`config.mk`:
```
export PLATFORM = sky130hd
export DESIGN_NAME = dm_access_unit_flat
export DESIGN_NICKNAME = d
export VERILOG_FILES = /design/src/rtl/dm_access_unit_if.sv /design/src/rtl/dm_access_unit.sv /design/src/flat_wrapper.sv
export SDC_FILE = /design/constraint.sdc
export NUM_CORES = 1
export LEC_CHECK = 0
export ABC_AREA = 1
export CAP_MARGIN = 20
export CORE_ASPECT_RATIO = 2
export CORE_UTILIZATION = 44
export CTS_CLUSTER_DIAMETER = 100
export DETAILED_ROUTE_END_ITERATION = 8
export MAX_ROUTING_LAYER = met4
export PLACE_DENSITY = 0.75
export SLEW_MARGIN = 20
export SYNTH_ARGS = -nofsm -noshare
export SYNTH_HDL_FRONTEND = slang
export SYNTH_SLANG_ARGS = --single-unit
export TNS_END_PERCENT = 30
```
`constraint.sdc`:
```
create_clock -name clk -period 3.6 [get_ports clk]
set_clock_uncertainty 0.1 [all_clocks]
set_input_delay 0.72 -clock clk [delete_from_list [all_inputs] [get_ports clk]]
set_output_delay 0.72 -clock clk [all_outputs]
set_load 0.1 [all_outputs]
```
`src/rtl/dm_access_unit_if.sv`:
```
// rtl/dm_access_unit_if.sv - datapath request/response and data-memory bus bundle for dm_access_unit
interface dm_access_unit_if #(
   parameter int ADDR_W = 10
);
   logic              req;
   logic              we;
   logic [1:0]        size;
   logic              sign_ext;
   logic [31:0]       addr;
   logic [31:0]       wdata;
   logic              busy;
   logic              done;
   logic              err;
   logic [31:0]       rdata;
   logic [ADDR_W-1:0] add_dm;
   logic [31:0]       dm_in;
   logic              dm_we;
   logic              dm_re;
   logic [31:0]       dm_out;

   // master: the access unit itself (initiator toward memory, responder to the datapath)
   modport master (
      input  req, we, size, sign_ext, addr, wdata, dm_out,
      output busy, done, err, rdata, add_dm, dm_in, dm_we, dm_re
   );

   // slave: the surrounding datapath and data memory
   modport slave (
      output req, we, size, sign_ext, addr, wdata, dm_out,
      input  busy, done, err, rdata, add_dm, dm_in, dm_we, dm_re
   );
endinterface

```
`src/rtl/dm_access_unit.sv`:
```
// rtl/dm_access_unit.sv - load/store unit for word-wide data memory, sub-word stores by read-modify-write
// Optional DM_RANGE_CHECK_EN: addresses beyond the memory are flagged as illegal instead of wrapping.
module dm_access_unit #(
   parameter int ADDR_W = 10
) (
   input  logic            clk,
   input  logic            rst,
   dm_access_unit_if.master bus
);

   typedef enum logic [1:0] {
      IDLE  = 2'b00,
      READ  = 2'b01,
      WRITE = 2'b10,
      DONE  = 2'b11
   } state_t;

   state_t            state_q, state_d;
   logic              we_q;
   logic              sign_q;
   logic [1:0]        size_q;
   logic [ADDR_W+1:0] addr_q;
   logic [31:0]       wdata_q;
   logic [31:0]       data_q;
   logic [31:0]       rdata_q;
   logic              err_q;

   logic              align_bad;
   logic              range_bad;
   logic              illegal;
   logic [1:0]        lane;
   logic [ADDR_W-1:0] word_addr;
   logic [31:0]       merged;

   logic              busy_c;
   logic              done_c;
   logic              dm_re_c;
   logic              dm_we_c;
   logic [ADDR_W-1:0] add_dm_c;
   logic [31:0]       dm_in_c;

   assign lane      = addr_q[1:0];
   assign word_addr = addr_q[ADDR_W+1:2];

`ifdef DM_RANGE_CHECK_EN
   assign range_bad = |bus.addr[31:ADDR_W+2];
`else
   assign range_bad = 1'b0;
`endif

   // Legality is judged on the live request so the verdict is ready at the accepting edge
   always_comb begin
      align_bad = 1'b0;
      case (bus.size)
         2'b00:   align_bad = 1'b0;
         2'b01:   align_bad = bus.addr[0];
         2'b10:   align_bad = |bus.addr[1:0];
         default: align_bad = 1'b1;
      endcase
      illegal = align_bad | range_bad;
   end

   function automatic logic [31:0] fmt_load(input logic [31:0] w, input logic [1:0] ln,
                                            input logic [1:0] sz, input logic sx);
      logic [7:0]  b;
      logic [15:0] h;
      b = w[{ln, 3'b000} +: 8];
      h = ln[1] ? w[31:16] : w[15:0];
      case (sz)
         2'b00:   fmt_load = {{24{sx & b[7]}}, b};
         2'b01:   fmt_load = {{16{sx & h[15]}}, h};
         default: fmt_load = w;
      endcase
   endfunction

   always_comb begin
      merged = data_q;
      case (size_q)
         2'b00:   merged[{lane, 3'b000} +: 8] = wdata_q[7:0];
         2'b01: begin
            if (lane[1]) merged[31:16] = wdata_q[15:0];
            else         merged[15:0]  = wdata_q[15:0];
         end
         default: merged = wdata_q;
      endcase
   end

   always_ff @(posedge clk or posedge rst) begin
      if (rst) state_q <= IDLE;
      else     state_q <= state_d;
   end

   always_comb begin
      state_d  = state_q;
      busy_c   = 1'b1;
      done_c   = 1'b0;
      dm_re_c  = 1'b0;
      dm_we_c  = 1'b0;
      add_dm_c = '0;
      dm_in_c  = '0;
      case (state_q)
         IDLE: begin
            busy_c = 1'b0;
            if (bus.req) begin
               if (illegal)               state_d = DONE;
               else if (!bus.we)          state_d = READ;
               else if (bus.size == 2'b10) state_d = WRITE;
               else                       state_d = READ;
            end
         end
         READ: begin
            dm_re_c  = 1'b1;
            add_dm_c = word_addr;
            state_d  = we_q ? WRITE : DONE;
         end
         WRITE: begin
            dm_we_c  = 1'b1;
            add_dm_c = word_addr;
            dm_in_c  = merged;
            state_d  = DONE;
         end
         DONE: begin
            done_c  = 1'b1;
            state_d = IDLE;
         end
         default: state_d = IDLE;
      endcase
   end

   // rdata/err are loaded only on the edge that enters DONE, so they hold between completions
   always_ff @(posedge clk or posedge rst) begin
      if (rst) begin
         we_q    <= 1'b0;
         sign_q  <= 1'b0;
         size_q  <= 2'b00;
         addr_q  <= '0;
         wdata_q <= '0;
         data_q  <= '0;
         rdata_q <= '0;
         err_q   <= 1'b0;
      end else begin
         case (state_q)
            IDLE: begin
               if (bus.req) begin
                  we_q    <= bus.we;
                  sign_q  <= bus.sign_ext;
                  size_q  <= bus.size;
                  addr_q  <= bus.addr[ADDR_W+1:0];
                  wdata_q <= bus.wdata;
                  if (illegal) begin
                     err_q   <= 1'b1;
                     rdata_q <= '0;
                  end
               end
            end
            READ: begin
               data_q <= bus.dm_out;
               if (!we_q) begin
                  err_q   <= 1'b0;
                  rdata_q <= fmt_load(bus.dm_out, lane, size_q, sign_q);
               end
            end
            WRITE: begin
               err_q   <= 1'b0;
               rdata_q <= '0;
            end
            default: ;
         endcase
      end
   end

   assign bus.busy   = busy_c;
   assign bus.done   = done_c;
   assign bus.err    = err_q;
   assign bus.rdata  = rdata_q;
   assign bus.dm_re  = dm_re_c;
   assign bus.dm_we  = dm_we_c;
   assign bus.add_dm = add_dm_c;
   assign bus.dm_in  = dm_in_c;

endmodule

```
`src/flat_wrapper.sv`:
```
// flat-port wrapper written by rule: the top's interface ports become plain ports
module dm_access_unit_flat 
#(
   parameter int ADDR_W = 10
)
  (clk, rst, bus_req, bus_we, bus_size, bus_sign_ext, bus_addr, bus_wdata, bus_dm_out, bus_busy, bus_done, bus_err, bus_rdata, bus_add_dm, bus_dm_in, bus_dm_we, bus_dm_re);
  dm_access_unit_if #(.ADDR_W(ADDR_W)) bus_i ();
  input  logic clk;
  input  logic rst;
  input wire logic [$bits(bus_i.req)-1:0] bus_req;
  input wire logic [$bits(bus_i.we)-1:0] bus_we;
  input wire logic [$bits(bus_i.size)-1:0] bus_size;
  input wire logic [$bits(bus_i.sign_ext)-1:0] bus_sign_ext;
  input wire logic [$bits(bus_i.addr)-1:0] bus_addr;
  input wire logic [$bits(bus_i.wdata)-1:0] bus_wdata;
  input wire logic [$bits(bus_i.dm_out)-1:0] bus_dm_out;
  output wire logic [$bits(bus_i.busy)-1:0] bus_busy;
  output wire logic [$bits(bus_i.done)-1:0] bus_done;
  output wire logic [$bits(bus_i.err)-1:0] bus_err;
  output wire logic [$bits(bus_i.rdata)-1:0] bus_rdata;
  output wire logic [$bits(bus_i.add_dm)-1:0] bus_add_dm;
  output wire logic [$bits(bus_i.dm_in)-1:0] bus_dm_in;
  output wire logic [$bits(bus_i.dm_we)-1:0] bus_dm_we;
  output wire logic [$bits(bus_i.dm_re)-1:0] bus_dm_re;
  assign bus_i.req = bus_req;
  assign bus_i.we = bus_we;
  assign bus_i.size = bus_size;
  assign bus_i.sign_ext = bus_sign_ext;
  assign bus_i.addr = bus_addr;
  assign bus_i.wdata = bus_wdata;
  assign bus_i.dm_out = bus_dm_out;
  assign bus_busy = bus_i.busy;
  assign bus_done = bus_i.done;
  assign bus_err = bus_i.err;
  assign bus_rdata = bus_i.rdata;
  assign bus_add_dm = bus_i.add_dm;
  assign bus_dm_in = bus_i.dm_in;
  assign bus_dm_we = bus_i.dm_we;
  assign bus_dm_re = bus_i.dm_re;
  dm_access_unit #(.ADDR_W(ADDR_W)) u_core (.clk(clk), .rst(rst), .bus(bus_i));
endmodule
```
Word level (Yosys, flattened, before mapping)
Cells that the tools add are included.
- register bits: 115
- bits of input ports: 103
- output and inout bits: 79
- word-level logic and storage cells: 59
- $add $sub $neg: 1
- eq/ne operators: 9
- shift-type cells: 3
- muxes and demuxes: 27
- bitwise logic cells: 2
- reduce and logical (&&, ||, !) cells: 8
- operators by type and width (cell ; count):
    2-to-1 mux 32 bit ; 4
    case mux 32 bit (2 select lines) ; 2
    case mux 32 bit (3 select lines) ; 1
    2-to-1 mux 16 bit ; 3
    bitwise mux 32 bit ; 1
    variable shift 8 x 7 -> 32 bit (first input constant) ; 1
    variable part select 32 x 6 -> 8 bit ; 1
    variable part select 8 x 7 -> 32 bit ; 1
    2-to-1 mux 10 bit ; 1
    2-to-1 mux 1 bit ; 8
    2-to-1 mux 2 bit ; 4
    case mux 2 bit (4 select lines) ; 1
    negation 5 -> 7 bit ; 1
    == test 2 x 1 -> 1 bit (second input constant) ; 3
    == test 2 bit (second input constant) ; 3
    logical NOT 2 bit ; 3
    case mux 1 bit (3 select lines) ; 2
    != test 2 bit (second input constant) ; 2
    AND reduction 4 bit ; 1
    OR reduction 2 bit ; 2
    nonzero test 3 bit ; 1
    bitwise AND 1 bit ; 2
    != test 2 x 1 -> 1 bit (second input constant) ; 1
    AND reduction 2 bit ; 1

Logic depth before layout (Yosys ltp)
- depth in word-level cells: 6
- mapped depth: 12
- mapped depth without buffers: 9

Worst setup path after synthesis
OpenSTA, ideal clock, no wires.
- path type: reg2out
- start point: register u_core.addr_q[1]
- end point: output bus_dm_in[3]
- arrival time: 3.897 ns
- data required time: 2.780 ns
- slack: -1.117 ns
- stages on the path, launching flop included: 8
- buffers on the path: 2
- path through: dfrtp_1 -> buf_4 -> inv_6 -> buf_2 -> ha_1 -> nor3_1 -> nand2_1 -> a211oi_1
- word-level cells in the longest chain between the ends: 5
- elaborated cells between the ends (all ways): 7
- classes of those cells: 1 x add/sub; 2 x shift; 4 x mux
- ends and longest elaborated chain (item ; line ; RTL):
    from (decl) ; dm_access_unit.sv:22 ; logic [ADDR_W+1:0] addr_q;
    from (signal assigned) ; dm_access_unit.sv:148 ; addr_q <= bus.addr[ADDR_W+1:0];
    negation 5 -> 7 bit ; dm_access_unit.sv:79 ; 2'b00: merged[{lane, 3'b000} +: 8] = wdata_q[7:0];
    variable part select 8 x 7 -> 32 bit or variable shift 8 x 7 -> 32 bit (tied branches) ; dm_access_unit.sv:79 ;
    bitwise mux 32 bit ; dm_access_unit.sv:79 ;
    case mux 32 bit (2 select lines) * ; dm_access_unit.sv:78 ; case (size_q)
    2-to-1 mux 32 bit * ; dm_access_unit.sv:101 ; case (state_q)
    to (decl) ; flat_wrapper.sv:22 ; output wire logic [$bits(bus_i.dm_in)-1:0] bus_dm_in;
Mark *: on every way between the ends. The rest lies on a longest branch, timed or not.

Worst setup path after layout
- start point: register u_core.state_q[0]
- end point: output bus_dm_in[7]
- word-level cells in the longest chain between the ends: 2
- ends and longest elaborated chain (item ; line ; RTL):
    from (decl) ; dm_access_unit.sv:18 ; state_t state_q, state_d;
    from (signal assigned) ; dm_access_unit.sv:90 ; else state_q <= state_d;
    == test 2 bit ; dm_access_unit.sv:101 ;
    2-to-1 mux 32 bit ; dm_access_unit.sv:101 ;
No other way between the ends.

==> results.cfg <==
[final_layout]
multiInputGateArea_um2 = 3200
layout-drive-gt1-share = 0.175
stdcell_area_um2 = 9240
final_cells = 1239
fin_nets = 1147
syn_to_final_growth_pct = 41.5
num-fill-cells = 1292
antennaDiodeCount = 0
seqCellArea_um2 = 2880

[global_routing]
track_usage = 0.307
grt_pass1_wl_um = 34000
antenna_found_initial = 0
grt_pass1_vias = 6543
grt_overflow = 0
grt_max_degree = 66

[floorplanning]
start_util = 0.453
fp.dieW_um = 88.1
die_y_um = 174
row_count = 62
io_pins = 182
dieArea_um2 = 15400
core-area_um2 = 14400

[synthesis]
syn_area_per_cell_um2 = 7.40
synthTopCellsByArea = dfrtp_1 44%, nand2_1 17%, nor2_1 5.7%, mux2_2 5.3%, a21oi_1 5.3%
ys_seq_elements = 115
yosysTopAreaCellShare = 0.441
yosys_warnings = 0
syn_nets = 995
yosysUniqueCellTypes = 32
seq_area_frac_synth = 0.441
synthCells = 882
netlist_area_um2 = 6530
synth_top_cell_by_area = dfrtp_1

[placed_design]
dpl.cell_count = 1207
place_hpwl_um = 16400
gp_congestion = 0.914
place_area_um2 = 8620
port_buffers = 161

[setup_path]
arrival_ns = 2.65
crit_type = register to output port
worst-path-max-fanout = 32
reg2regPathDepth = 6
start_kind = register
end_kind = output port
cp.required_ns = 2.78
r2r_setup_slack_ns = 1.26

[timing]
maxSlewViolCount = 0
fin_crit_ns = 3.47
hold_viol_final = 0
setup_viol = 0
tightest_slew_ns = 1.15
fmax_mhz = 289
fin_crit_sh = 0.963
maxSlewHeadroom = 0.231
rsz0062_at_grt = true

[route]
routed.top_layer = met4
routedWlPerCell_um = 17.6
viasPerCell = 5.29
dr_wl_met3_um = 1050
wirelength_met1_um = 7520
ant_nets = 0
wl_met2_um = 11900
vias = 6557
drt_iter0_markers = 556
firstDrtPassIters = 6
drc = 0
wl_um = 21800

[worst_hold_path]
hp-class = register to register
min_path_cells = 2

[cts]
cts.sinks = 115
h-tree-depth = 4
clk_latency_ns = 0.42
clk_pin_slew_worst_paths_ns = 0.06
cts_tree = built
clockBufferDepth = 2
root_buffer = clkbuf_16
cts_setup_buffers = 0
numCtsBuffers = 17

[run_status]
run_status = completed

[run]
maxCapViolations = 0
-- per-stage QoR --
stage / setup TNS, ns / hold slack, ns / setup slack [ns] / util
2_1_floorplan: -11.41 / 0.375 / -0.465 / -
3_3_place_gp: 0 / 0.365 / 0.518 / 0.598
3_5_place_dp: 0 / 0.364 / 0.526 / 0.598
4_1_cts: 0 / 0.382 / 0.0873 / 0.639
5_1_grt: -0.0971 / 0.409 / -0.0382 / 0.640
6_report: 0 / 0.381 / 0.134 / 0.640
-- cells in the mapped netlist, drive strengths merged --
cell type,number
nand2,298
dfrtp,115
nor2,102
inv,79
o21ai,72
a21oi,69
nand3,32
mux2,31
clkbuf,27
buf,19
o22ai,17
ha,10
a22oi,4
o211ai,3
a211oi,1
a21o,1
clkinv,1
nor3,1
-- metal layers --
| metal | up-vias | global-route usage |
|---|---|---|
| li1 | 3117 | - |
| met1 | 3061 | 0.324 |
| met2 | 284 | 0.525 |
| met3 | 95 | 0.0446 |
| met4 | 0 | 0.188 |
| met5 | - | - |
-- cell families (layout without fill, tap and decap cells) --
| group | Yosys count | after routing | share of synthesized area |
|---|---|---|---|
| AO/OA/AOI/OAI | 167 | 167 | 0.135 |
| adder cells (fa/ha/maj) | 10 | 10 | 0.0192 |
| buffers and inverters | 126 | 291 | 0.0851 |
| flip-flops | 115 | 115 | 0.441 |
| multiplexers | 31 | 31 | 0.0535 |
| AND/OR/NAND/NOR | 433 | 433 | 0.267 |
-- timing repair --
action	in CTS	in global routing
hold buffers	0	0
resized for setup	0	6
hold endpoints to repair	0	0
endpoints found under the setup margin	0	15
-- state kept, by name, indices dropped and copies added, names as in the netlist --
signal and flops:
u_core.addr_q 12, u_core.bus.err 1, u_core.bus.rdata 32, u_core.data_q 32, u_core.sign_q 1, u_core.size_q 2
u_core.state_q 2, u_core.wdata_q 32, u_core.we_q 1
-- worst max-delay path: stages (launching register included) --
cell     delay (ns)
dfrtp_1        0.40
inv_1          0.13
ha_1           0.29
inv_1          0.52
a21oi_1        0.33
o21ai_0        0.18
a21oi_4        0.17
buf_12         0.19
-- cell usage in the layout (no fill, tap or decap), types with 2 or more instances in the layout --
master / instances
nand2_1: 290
dfrtp_1: 114
nor2_1: 99
clkdlybuf4s50_1: 93
inv_1: 72
o21ai_0: 67
a21oi_1: 58
buf_4: 51
buf_12: 35
mux2_2: 31
nand3_1: 30
o22ai_1: 17
clkbuf_16: 17
ha_1: 9
inv_6: 7
a21oi_4: 6
clkinvlp_4: 5
o21ai_1: 5
a21oi_2: 5
nand2_2: 4
nand2_4: 4
a22oi_1: 4
o211ai_1: 3
inv_2: 3
inv_4: 2
bufinv_16: 2
inv_8: 2
-- worst paths after layout --
kind | start | endpoint
hold reg to reg | u_core.bus.rdata[4] | u_core.bus.rdata[4]
setup reg to reg | u_core.state_q[0] | u_core.state_q[0]
setup / recovery | u_core.state_q[0] | bus_dm_in[7]
max in group asynchronous | rst | u_core.bus.rdata[1]
hold / removal | u_core.bus.rdata[4] | u_core.bus.rdata[4]
min in group asynchronous | rst | u_core.data_q[27]
-- area by class of cell --
type,instances,area share
Multi-Input combinational cell,641,0.346
Sequential cell,115,0.312
Timing Repair Buffer,179,0.218
Clock buffer,17,0.0460
Inverter,80,0.0340
Tap cell,192,0.0260
Clock inverter,15,0.0184
Power is left out: the tool's default activity adds up to more than one toggle a clock period on the data nets, which glitch-free logic cannot reach.
==> edit 1 (same settings) <==
`ADDR_W` is set to 10 in 3 places; all go to 12.
--- a/src/rtl/dm_access_unit_if.sv
+++ b/src/rtl/dm_access_unit_if.sv
@@ -1,5 +1,5 @@
 // rtl/dm_access_unit_if.sv - datapath request/response and data-memory bus bundle for dm_access_unit
 interface dm_access_unit_if #(
-   parameter int ADDR_W = 10
+   parameter int ADDR_W = 12
 );
    logic              req;
--- a/src/rtl/dm_access_unit.sv
+++ b/src/rtl/dm_access_unit.sv
@@ -2,5 +2,5 @@
 // Optional DM_RANGE_CHECK_EN: addresses beyond the memory are flagged as illegal instead of wrapping.
 module dm_access_unit #(
-   parameter int ADDR_W = 10
+   parameter int ADDR_W = 12
 ) (
    input  logic            clk,
--- a/src/flat_wrapper.sv
+++ b/src/flat_wrapper.sv
@@ -2,5 +2,5 @@
 module dm_access_unit_flat 
 #(
-   parameter int ADDR_W = 10
+   parameter int ADDR_W = 12
 )
   (clk, rst, bus_req, bus_we, bus_size, bus_sign_ext, bus_addr, bus_wdata, bus_dm_out, bus_busy, bus_done, bus_err, bus_rdata, bus_add_dm, bus_dm_in, bus_dm_we, bus_dm_re);
Ports: changed (resized bus_add_dm); port bits go from 182 to 184. No check against the original RTL was run, so the function may have changed too.
==> edit 1 against the original RTL <==
- routed wire length increased by 4.3%
- worst setup slack improved by 0.11 ns
- synthesized cell count increased by 2.0%
- sequential share of layout area decreased by 0.15 points
- cell area increased by 2.2%
- sequential cell count increased by 2
- area after synthesis increased by 0.46%
- die area increased by 0.45%
- largest cell class unchanged
Power is not shown: default switching activity piles up to over one toggle a cycle in this logic, so the estimate is an artifact.
==> edit 1: results (changes against the original RTL) <==
Finish:
- The share of the final layout cell area in sequential cells came to 31.0% (-0.15 points).
- The share of final layout cell area taken by clock buffers and inverters is 6.10% (-0.35 points).
- The count of fill cells added during filler insertion is 1288 (-0.31%).
- The number of clock-tree buffers in the layout came to 19 (+2).
- The multi-input gate area in the final layout came to 0.00336 mm² (+5.1%).
- The number of combinational gates with multiple inputs is 665 (+3.7%).
- The post-route non-filler standard cell count is 1263 (+1.9%).
- The count of buffers not belonging to the clock network in the layout was 182 (+1.7%).
- The layout inverter count without the clock tree is 75 (-6.3%).
- The final-layout non-clock buffer area share came to 21.7% (-0.12 points).

Timing:
- The final worst hold slack is 0.385 ns (+0.00422 ns).
- The maximum clock frequency came to 0.298 GHz (+3.2%).
- The worst slew slack as a fraction of its limit is 34.1% (+11 points).

Setup path:
- The slowest cell on the critical path is ha_1.
- In this run the worst setup path terminates at bus_dm_in[28].
- In this run the critical register-to-register path is launched from u_core.state_q[1].
- Tracing the worst setup path back leads to its startpoint at u_core.addr_q[0].
- The data arrival time at the worst-slack endpoint was 2.54 ns (-0.11 ns).
- The worst reg-to-reg setup slack is 1.13 ns (-0.13 ns).
- The delay of the slowest critical-path stage is 0.41 ns (-0.11 ns).

Global routing:
- The global routing met1 resource utilization is 33.8% (+1.4 points).
- The met2 track demand over resource in global routing was 53.6% (+1.0 points).
- The maximum number of pins on one net before global-route repair was 118 (+79%).
- The first-pass GRT wire length was 35200 µm (+3.6%).
- The global-route track usage on met3 is 4.06% (-0.40 points).
- The global-route total usage across every layer came to 31.8% (+1.1 points).

Yosys:
- The average instance area after synthesis came to 7.29 µm² (-1.5%).
- By count the netlist is led by 314 x nand2_1, 119 x nor2_1, 117 x dfrtp_1, 68 x inv_1, 59 x o21ai_0.
- Ranked by total cell area, the synthesized netlist is headed by dfrtp_1 45%, nand2_1 18%, nor2_1 6.8%.

Routing:
- The number of vias per cell is 5.27 (-0.34%).
- The detailed router's first-iteration violation count came to 441 (-21%).
- The detailed-route wire length on metal 1 is 8120 µm (+8.0%).
- The met3 wirelength from detailed routing is 1010 µm (-4.1%).

Place:
- The placement-stage worst setup slack came to 0.695 ns (+0.169 ns).
- The quantity of I/O buffers inserted on ports is 165 (+2.5%).
- The post-placement cell area came to 0.00887 mm² (+2.8%).
- The placed cell count came to 1231 (+2.0%).
- The routability congestion estimate was 0.950 (+4.0%).

Run status:
- The flow ran to the end, and the final reports show no timing, DRC or antenna violations.

Min path:
- The source of the worst hold timing path is u_core.bus.rdata[3].
-- edit 1: cell types whose count changed in the layout (fill, tap and decap cells not counted), moves of 3 or more --
cell,unedited run,this run
nor2_1,99,119
a21oi_2,5,22
o21ai_1,5,1
o21ai_0,67,59
a211oi_4,0,7
a21oi_4,6,3
dfrtp_1,114,117
clkinv_4,0,3
nand3_1,30,35
clkdlybuf4s50_1,93,97
inv_6,7,4
a21oi_1,58,33
nand2_1,290,313
inv_1,72,67
-- edit 1: critical path: cells and delay by family, from the launching register on --
family          cells  cell delay, ns
compound gates      2            0.47
fa+ha+maj           1            0.41
buf+inv             2            0.43
flops               1            0.36
simple gates        2            0.45
-- edit 1: kinds of logic after synthesis --
| kind of cell | synth area share [%] |
|---|---|
| AO/OA/AOI/OAI | 12.1 |
| adder cells (fa/ha/maj) | 1.91 |
| buffers and inverters | 7.32 |
| flip-flops | 44.6 |
| multiplexers | 5.32 |
| AND/OR/NAND/NOR | 28.7 |
==> edit 2 (same flow settings) <==
Without the edit above. Reset style: synchronous (`rst`), changed in 2 clocked blocks.
--- a/src/rtl/dm_access_unit.sv
+++ b/src/rtl/dm_access_unit.sv
@@ -86,5 +86,5 @@
    end
 
-   always_ff @(posedge clk or posedge rst) begin
+   always_ff @(posedge clk) begin
       if (rst) state_q <= IDLE;
       else     state_q <= state_d;
@@ -129,5 +129,5 @@
 
    // rdata/err are loaded only on the edge that enters DONE, so they hold between completions
-   always_ff @(posedge clk or posedge rst) begin
+   always_ff @(posedge clk) begin
       if (rst) begin
          we_q    <= 1'b0;
Formal check against the unedited RTL: differs if rst is asserted again (counterexample within 4 cycles, from zero or initial values and one cycle with rst high); with rst held inactive, the same outputs for 4 cycles.
==> edit 2 against the original RTL <==
- the flow now finishes with violations (design-rule violations)
- sequential cell count stayed put
- routed wire length is 10% lower
- area after synthesis is 8.6% lower
- worst setup slack better by 0.012 ns
- cell area is 6.9% lower
- critical path depth is 2 higher
- via count is 0.23% higher
- critical endpoint is now bus_dm_in[18]
- largest cell class unchanged
- highest routed layer unchanged
==> edit 2: results (changes against the original RTL) <==
Run status:
- The run finished, with violations left.
- The final reports fail on design-rule violations.

Yosys:
- The async set or reset register ratio after synthesis is 0% (-100 points).
- The number of library cell types mapped by synthesis is 31 (-3.1%).
- Counting instances in the post-synthesis netlist gives the leading cell types as 166 x nand2_1, 155 x nor2_1, 115 x dfxtp_1, 109 x a21oi_1, 107 x o21ai_0.
- The post-synthesis net count is 1013 (+1.8%).
- Sorting the synthesized cells by area gives the leading types as dfxtp_1 39%, nand2_1 10%, nor2_1 9.8%.
- The part of the Yosys area used for sequential elements came to 38.6% (-5.5 points).
- The number of warnings issued by yosys was 0 (unchanged).
- The library cell with the highest instance count after synthesis is nand2_1.

Global routing:
- The first-pass GRT wire length is 30900 µm (-9.2%).
- The global-route total usage across every layer was 28.7% (-2.0 points).
- The maximum number of pins on one net before global-route repair came to 83 (+26%).
- The number of global-route vias before repair came to 6069 (-7.2%).

CTS:
- The number of cells upsized or downsized after cts came to 0 (unchanged).
- The maximum clock insertion buffer count came to 2 (unchanged).
- The post-CTS setup buffer count was 0 (unchanged).
- The total clock buffers created by CTS is 17 (unchanged).
- At the later pin of the worst-skew pair, clock insertion delay measures 0.41 ns.

Routing:
- The routed wire length was 19600 µm (-10%).
- The count of nets left with antenna violations after detail routing is 0 (unchanged).
- The overall via count from detail_route was 6572 (+0.23%).
- The final routed DRC violation total is 7 (+7).
- The detailed router's first-iteration violation count is 500 (-10%).
- The number of search-and-repair iterations in the first detailed-routing pass is 7 (+1).

Min path:
- For hold timing, the worst endpoint is u_core.bus.err.
- The kind of path behind the tightest hold check is reg -> reg.
- The depth of the worst hold-timing path came to 2 (unchanged).
- The startpoint identified for the worst hold timing path is u_core.bus.err.

Power and ir drop:
- The cell leakage power is 3.37 nW.
- The peak supply drop is 0.544 mV.

Setup path:
- The slowest stage of the critical path is the dfxtp_1 cell.
- The critical register-to-register path startpoint is u_core.state_q[1].
- The maximum fanout encountered on the critical timing path is 20 (-38%).
- The data required time at the worst endpoint is 2.78 ns (about the same).
- The worst flop-to-flop path endpoint is u_core.data_q[29].
- The depth of the worst register-to-register path came to 6 (unchanged).
- The gate family responsible for the most delay along the worst path is compound AO/OA/AOI/OAI gates.
- The delay of the slowest critical-path stage is 0.44 ns (-0.08 ns).
- The worst reg-to-reg setup slack is 1.01 ns (-0.25 ns).

Place:
- The total half-perimeter wirelength after legalization and detailed placement was 14300 µm (-13%).
- The routability congestion estimate is 0.944 (+3.3%).
- The quantity of I/O buffers inserted on ports was 161 (unchanged).

Finish:
- The number of nets in the layout is 1149 (+0.17%).
- The number of inserted diodes is 0 (unchanged).
- The proportion of layout cells with a drive suffix above 1 is 13.2% (-4.3 points).

Timing:
- The final worst hold slack came to 0.366 ns (-0.0149 ns).
- The worst slew slack as a fraction of its limit is 34.0% (+11 points).
-- edit 2: area by class of cell --
type                    instances  area, µm²
clock buffers                  17        425
clock inverters                14        164
fillers                      1170       4530
inverters                      71        273
multi-input cells             654       3270
flip-flops and latches        115       2300
well taps                     152        190
repair buffers                177       1980
-- edit 2: worst max-delay path by stage --
stage | endpoint | cells past startpoint | slack (ns) | startpoint
3_5_place_dp | bus_dm_in[31] | 8 | 0.60 | u_core.addr_q[1]
2_1_floorplan | bus_dm_in[10] | 6 | -0.59 | u_core.state_q[0]
4_1_cts | bus_dm_in[31] | 8 | 0.15 | u_core.addr_q[1]
5_1_grt | bus_dm_in[17] | 9 | 0.01 | u_core.addr_q[1]
3_3_place_gp | bus_dm_in[31] | 8 | 0.66 | u_core.addr_q[1]
6_report | bus_dm_in[18] | 9 | 0.15 | u_core.addr_q[1]
-- edit 2: routing by layer --
metal | wire (µm) | global-route usage [%]
met5 | 0 | -
met4 | 855 | 15.1
met3 | 1070 | 4.11
met2 | 10500 | 51.7
met1 | 7170 | 29.8
-- edit 2: power by group --
part / switching [W] / internal [W]
Sequential: 0.000288 / 0.00163
Combinational: 0.00280 / 0.00110
Clock: 0.000619 / 0.00108
Total: 0.00370 / 0.00381
-- edit 2: cell families after synthesis --
logic type | share of synthesized area [%]
compound gates | 26.7
fa+ha+maj | 2.10
buf+inv | 8.91
flops | 38.6
simple gates | 23.7
-- edit 2: worst register-to-register path, delay by kind of cell (launching register included) --
kind	cells	cell delay, ns
AO/OA/AOI/OAI	2	0.59
buffers and inverters	3	1.16
flip-flops	1	0.33
adder cells (fa/ha/maj)	1	0.26
-- edit 2: through the flow --
step	area (µm²)	cells	setup slack, ns
global route	8610	1200	0.0110
global placement	8010	1169	0.661
CTS	8600	1200	0.151
finish	8610	1200	0.146
floorplan	6100	900	-0.590
detailed placement	8010	1169	0.604
